$ cat src/rtl/elevator_pkg.sv
// Shared types and helpers for the SCAN elevator controller.
package elevator_pkg;

    // FSM state encoding
    typedef enum logic [2:0] {
        S_IDLE = 3'd0,
        S_UP   = 3'd1,
        S_DOWN = 3'd2,
        S_DOOR = 3'd3,
        S_EMER = 3'd4
    } state_t;

    // Ceiling log2, usable in parameter/localparam expressions
    function automatic int clog2(input int value);
        int r;
        r = 0;
        while ((1 << r) < value) r++;
        return r;
    endfunction

endpackage

$ cat src/rtl/elevator_req_tracker.sv
// Pending-request register with set/clear, plus above/below/here flags
// relative to the current floor.
module elevator_req_tracker
    import elevator_pkg::*;
#(
    parameter int NUM_FLOORS = 8,
    parameter int FLOOR_W    = clog2(NUM_FLOORS)
) (
    input  logic                  clk,
    input  logic                  reset_n,
    input  logic [NUM_FLOORS-1:0] floor_req,
    input  logic [NUM_FLOORS-1:0] clear,
    input  logic [FLOOR_W-1:0]    current_floor,
    output logic [NUM_FLOORS-1:0] pending,
    output logic                  above,
    output logic                  below,
    output logic                  here
);

    // Latch new requests; a clear on the same bit wins so a served floor stays served
    always_ff @(posedge clk) begin
        if (!reset_n) pending <= '0;
        else          pending <= (pending | floor_req) & ~clear;
    end

    // Direction flags only look at registered requests
    always_comb begin
        above = 1'b0;
        below = 1'b0;
        for (int i = 0; i < NUM_FLOORS; i++) begin
            if (pending[i] && (i > int'(current_floor))) above = 1'b1;
            if (pending[i] && (i < int'(current_floor))) below = 1'b1;
        end
        here = pending[current_floor];
    end

endmodule

$ cat src/rtl/elevator_scan_ctrl.sv
// N-floor elevator controller using SCAN scheduling: keeps serving requests
// in the current direction before reversing, with per-floor travel time,
// door dwell and an emergency stop that overrides everything but reset.
module elevator_scan_ctrl
    import elevator_pkg::*;
#(
    parameter int NUM_FLOORS    = 8,
    parameter int FLOOR_W       = clog2(NUM_FLOORS),
    parameter int TRAVEL_CYCLES = 4,
    parameter int DOOR_CYCLES   = 8
) (
    input  logic                  clk,
    input  logic                  reset_n,
    input  logic [NUM_FLOORS-1:0] floor_req,
    input  logic                  emergency_stop,
    output logic                  move_up,
    output logic                  move_down,
    output logic                  motor_stop,
    output logic                  door_open,
    output logic [FLOOR_W-1:0]    current_floor,
    output logic [NUM_FLOORS-1:0] pending
);

    // Counters sized to hold their terminal value even when the cycle count is 1
    localparam int TW = clog2(TRAVEL_CYCLES + 1);
    localparam int DW = clog2(DOOR_CYCLES + 1);
    localparam logic [TW-1:0]      TRAVEL_LAST = TW'(TRAVEL_CYCLES - 1);
    localparam logic [DW-1:0]      DOOR_LAST   = DW'(DOOR_CYCLES - 1);
    localparam logic [FLOOR_W-1:0] TOP_FLOOR   = FLOOR_W'(NUM_FLOORS - 1);

    state_t                  state;
    logic                    dir_up;
    logic [TW-1:0]           travel_cnt;
    logic [DW-1:0]           door_cnt;
    logic                    above, below, here;
    logic [NUM_FLOORS-1:0]   clear;
    logic                    step;
    logic [FLOOR_W-1:0]      floor_up, floor_dn;

    assign step     = (travel_cnt == TRAVEL_LAST);
    assign floor_up = current_floor + FLOOR_W'(1);
    assign floor_dn = current_floor - FLOOR_W'(1);

    elevator_req_tracker #(
        .NUM_FLOORS (NUM_FLOORS),
        .FLOOR_W    (FLOOR_W)
    ) u_req (
        .clk           (clk),
        .reset_n       (reset_n),
        .floor_req     (floor_req),
        .clear         (clear),
        .current_floor (current_floor),
        .pending       (pending),
        .above         (above),
        .below         (below),
        .here          (here)
    );

    // Which pending bit the FSM consumes this edge; also swallows a re-press
    // of the open floor so it restarts the door instead of queuing a revisit
    always_comb begin
        clear = '0;
        if (reset_n && !emergency_stop) begin
            case (state)
                S_IDLE: if (here) clear[current_floor] = 1'b1;
                S_UP:   if (step && pending[floor_up]) clear[floor_up] = 1'b1;
                S_DOWN: if (step && pending[floor_dn]) clear[floor_dn] = 1'b1;
                S_DOOR: if (floor_req[current_floor]) clear[current_floor] = 1'b1;
                default: clear = '0;
            endcase
        end
    end

    // Main FSM: reset > emergency stop > scheduling policy
    always_ff @(posedge clk) begin
        if (!reset_n) begin
            state         <= S_IDLE;
            current_floor <= '0;
            dir_up        <= 1'b1;
            travel_cnt    <= '0;
            door_cnt      <= '0;
        end else if (emergency_stop) begin
            // Partial travel is discarded; floor and requests are kept
            state      <= S_EMER;
            travel_cnt <= '0;
            door_cnt   <= '0;
        end else begin
            case (state)
                S_IDLE: begin
                    travel_cnt <= '0;
                    door_cnt   <= '0;
                    if (here)                 state <= S_DOOR;
                    else if (dir_up && above)  state <= S_UP;
                    else if (!dir_up && below) state <= S_DOWN;
                    else if (above) begin
                        state  <= S_UP;
                        dir_up <= 1'b1;
                    end else if (below) begin
                        state  <= S_DOWN;
                        dir_up <= 1'b0;
                    end
                end
                S_UP: begin
                    if (step) begin
                        travel_cnt    <= '0;
                        current_floor <= floor_up;
                        if (pending[floor_up]) state <= S_DOOR;
                    end else begin
                        travel_cnt <= travel_cnt + 1'b1;
                    end
                end
                S_DOWN: begin
                    if (step) begin
                        travel_cnt    <= '0;
                        current_floor <= floor_dn;
                        if (pending[floor_dn]) state <= S_DOOR;
                    end else begin
                        travel_cnt <= travel_cnt + 1'b1;
                    end
                end
                S_DOOR: begin
                    if (floor_req[current_floor]) begin
                        door_cnt <= '0;
                    end else if (door_cnt == DOOR_LAST) begin
                        door_cnt <= '0;
                        state    <= S_IDLE;
                    end else begin
                        door_cnt <= door_cnt + 1'b1;
                    end
                end
                S_EMER:  state <= S_IDLE;
                default: state <= S_IDLE;
            endcase
        end
    end

    // Moore outputs straight from the state register
    assign move_up    = (state == S_UP);
    assign move_down  = (state == S_DOWN);
    assign door_open  = (state == S_DOOR);
    assign motor_stop = (state == S_IDLE) || (state == S_DOOR) || (state == S_EMER);

    // The policy must never step off either end of the shaft
    a_no_step_past_top: assert property (@(posedge clk) disable iff (!reset_n)
        (!emergency_stop && state == S_UP && step) |-> (current_floor != TOP_FLOOR));
    a_no_step_past_bottom: assert property (@(posedge clk) disable iff (!reset_n)
        (!emergency_stop && state == S_DOWN && step) |-> (current_floor != '0));

endmodule

$ cat config.mk
export PLATFORM = sky130hd
export DESIGN_NAME = elevator_scan_ctrl
export DESIGN_NICKNAME = d
export VERILOG_FILES = /design/src/rtl/elevator_pkg.sv /design/src/rtl/elevator_req_tracker.sv /design/src/rtl/elevator_scan_ctrl.sv
export SDC_FILE = /design/constraint.sdc
export NUM_CORES = 1
export LEC_CHECK = 0
export CORE_MARGIN = 8
export CORE_UTILIZATION = 56
export CTS_BUF_LIST = sky130_fd_sc_hd__clkbuf_8
export DETAILED_ROUTE_END_ITERATION = 6
export GPL_ROUTABILITY_DRIVEN = 0
export GPL_TIMING_DRIVEN = 0
export MAX_ROUTING_LAYER = met4
export PLACE_DENSITY = 0.86
export SLEW_MARGIN = 20
export SYNTH_ARGS = -nofsm -noshare
export SYNTH_HDL_FRONTEND = slang
export SYNTH_SLANG_ARGS = --single-unit
$ cat constraint.sdc
create_clock -name clk -period 3.35 [get_ports clk]
set_input_delay 0.335 -clock clk [delete_from_list [all_inputs] [get_ports clk]]
set_output_delay 0.335 -clock clk [all_outputs]
set_load 0.01 [all_outputs]
==> results.txt <==
port buffer count -> 25
Clk Tree Root Cell -> clkbuf_8
Bufs on Longest Clock Path -> 2
post-route ant nets -> 0
hold buffers post-CTS -> 0
Max VDD drop -> 0.000259 V
Remaining DRCs -> 0
GRT Residual Overflow -> 0
Inserted Clock Buffers -> 3
Die W -> 72.1 um
max_slew headroom -> 41.3%
I/O pins -> 26
Slew Viols, Final -> 0
number of fill cells -> 246
die area -> 5200 sq um
number of flops mapped to enable cells by yosys -> 0
Mapped Area -> 1760 sq um
most frequent cells in the layout -> 25 x clkdlybuf4s50_1, 22 x dfxtp_1, 19 x nor2_1, 14 x a21oi_1, 11 x o21ai_0
PD cells -> 319 nW/um^2
first-pass GRT wire length -> 8570 um
critical path type -> reg -> reg
post-route clock period utilization -> 96.2%
1st-pass router iterations -> 5
vias per inst -> 6.51
DR vias -> 1824
core box area -> 3030 sq um
RSZ-0062 raised after global routing -> no
Syn Nets -> 226
postcts setup bufs -> 0
Synth Register Bits -> 22
min Tclk post-route -> 3220 ps
worst path required time -> 3500 ps
crit end category -> flop
Starting Density -> 58.3%
Final setup viols -> 0
max_cap viols -> 0
asr flop ratio synth -> 0%
Setup WS post-layout -> 129 ps
ant diodes -> 0
outcome -> finished clean
maximum clock frequency -> 310 MHz
clock latency on the worst-skew pair -> 270 ps
row cnt -> 20
Yosys warnings -> 0
Least-Margin Pin Slew -> 873 ps
share of cells above drive strength 1 -> 12.7%
die height -> 72.1 um
logic gate share of total power -> 20.8%
Total GRT Usage -> 20.7%
number of clock sinks -> 22
Hold Path Class -> reg -> reg
setup_tns -> 0 ps
crit path max fanout -> 10
largest net degree at the start of global routing -> 14
Psw -> 184 uW
Startpoint Class -> flop
Net Sw Frac -> 26.7%
area grow syn2layout -> 22.3%
internal power -> 504 uW
Main synth FF type -> dfxtp_1
Routed WL per cell -> 18.1 um
crit path from -> current_floor[1]
worst hold path startpoint -> travel_cnt[2]
DRT Wirelength -> 5080 um
Final #Nets -> 256
commonest non-fill, non-tap cell in the layout -> clkdlybuf4s50_1
Leak Pwr -> 0.800 nW
final hold vios -> 0
htree depth -> 1
vias in the first global route -> 1794
share of power burned in registers -> 42.1%
sequential cell area fraction in the yosys report -> 25.0%
clock power share -> 37.1%
worst path arrival time -> 3380 ps
CTS tree -> yes
DP HPWL -> 3550 um
DP Worst Slack -> 151 ps
Clock transition at path regs -> 90 ps
Syn Area/Cell -> 8.52 sq um
reg2reg start -> current_floor[1]
Yosys cell types -> 53
worst clock skew -> 3.99 ps
Syn Inst Count -> 207
DR iter-0 viols -> 206
initial antenna violation count -> 0
-- critical path: stages (launching register included) --
cell and delay (ps):
dfxtp_1 440, buf_6 170, clkbuf_1 400, inv_1 230, ha_1 420, mux4_2 370
o22ai_1 90, or2_2 340, o32ai_2 370, a31o_2 230, a31oi_1 40
-- path summary, 6_finish.rpt --
check | end | slack, ps | cells after the start
hold / removal | travel_cnt[2] | 470 | 1
hold reg to reg | travel_cnt[2] | 470 | 1
setup / recovery | u_req.pending[0] | 130 | 10
setup reg to reg | u_req.pending[0] | 130 | 10
-- power by group through the flow --
stage	Combinational [mW]	Clock, mW	Sequential, mW
floorplan	0.0844	0	0.291
global placement	0.137	0	0.294
detailed placement	0.139	0	0.294
CTS	0.141	0.257	0.288
global route	0.156	0.266	0.290
finish	0.143	0.255	0.289
-- cell usage after synthesis (2+ instances only) --
master,count,area (sq um)
nand3b_1,2,15.0
nor4_1,3,18.8
o21ai_0,11,55.1
mux4_2,5,113
nand2_1,10,37.5
inv_1,8,30.0
nand2b_1,6,37.5
nor3_1,7,35.0
ha_1,8,100
nor2b_1,5,31.3
o211a_1,2,20.0
and2_1,3,18.8
a31o_2,2,17.5
o2111ai_1,3,26.3
a22oi_1,3,22.5
dfxtp_1,22,440
xnor2_1,3,26.3
a21oi_1,14,70.1
a221oi_2,2,30.0
o32ai_1,2,17.5
o31ai_1,3,22.5
mux2_2,3,33.8
nand3_1,5,25.0
a31oi_1,7,43.8
a21o_1,5,37.5
clkbuf_1,9,33.8
or2_2,2,12.5
nor2_1,19,71.3
o221ai_1,2,17.5
mux4_1,2,52.6
mux2i_1,5,50.1
buf_2,3,15.0
-- state kept, by name, indices dropped and copies added (netlist names) --
| signal | count |
|---|---|
| u_req.pending | 8 |
| dir_up | 1 |
| state | 3 |
| current_floor | 3 |
| travel_cnt | 3 |
| door_cnt | 4 |
-- metal layers --
metal,vias to the layer above,track usage [%],part of all wire [%]
li1,840,-,-
met1,861,25.6,44
met2,110,30.2,45
met3,13,5.79,9.1
met4,0,9.98,2.1
met5,-,-,0
-- cell families after synthesis --
group                      after synthesis  share of synthesized area (%)
xor gates and xnor gates                 4                           1.99
DFF                                     22                           25.0
buffers and inverters                   23                           5.53
muxes                                   16                           15.0
and+or+nand+nor                         65                           18.7
AOI/OAI and AO/OA                       68                           27.6
adders and majority gates                9                           6.24
-- cell type report --
type | instances | area (sq um) | share of cell area (%)
timing repair buffer | 25 | 250 | 11.6
sequential | 22 | 440 | 20.4
clock buffer | 3 | 41.3 | 1.91
tap | 44 | 55.1 | 2.55
clock inverter | 1 | 30.0 | 1.39
inverter | 9 | 33.8 | 1.57
buffer | 14 | 65.1 | 3.02
multi-input combinational | 162 | 1240 | 57.5
-- metrics by stage --
step                      utilization [%]  std cells  hold slack, ps  cell area (sq um)  total power, mW
after floorplan                         -        207             438               1760            0.376
after global placement               68.3        276             451               2070            0.430
after detailed placement             68.3        276             457               2070            0.433
after CTS                            70.7        280             470               2140            0.685
final                                71.2        280             467               2160            0.687
after global routing                 71.2        280             480               2160            0.712
-- repair_timing --
action | 4_1_cts | 5_1_grt
gates resized for setup | 0 | 4
hold endpoints to repair | 0 | 0
endpoints found under the setup margin | 0 | 3
(Power assumes the default switching activity.)
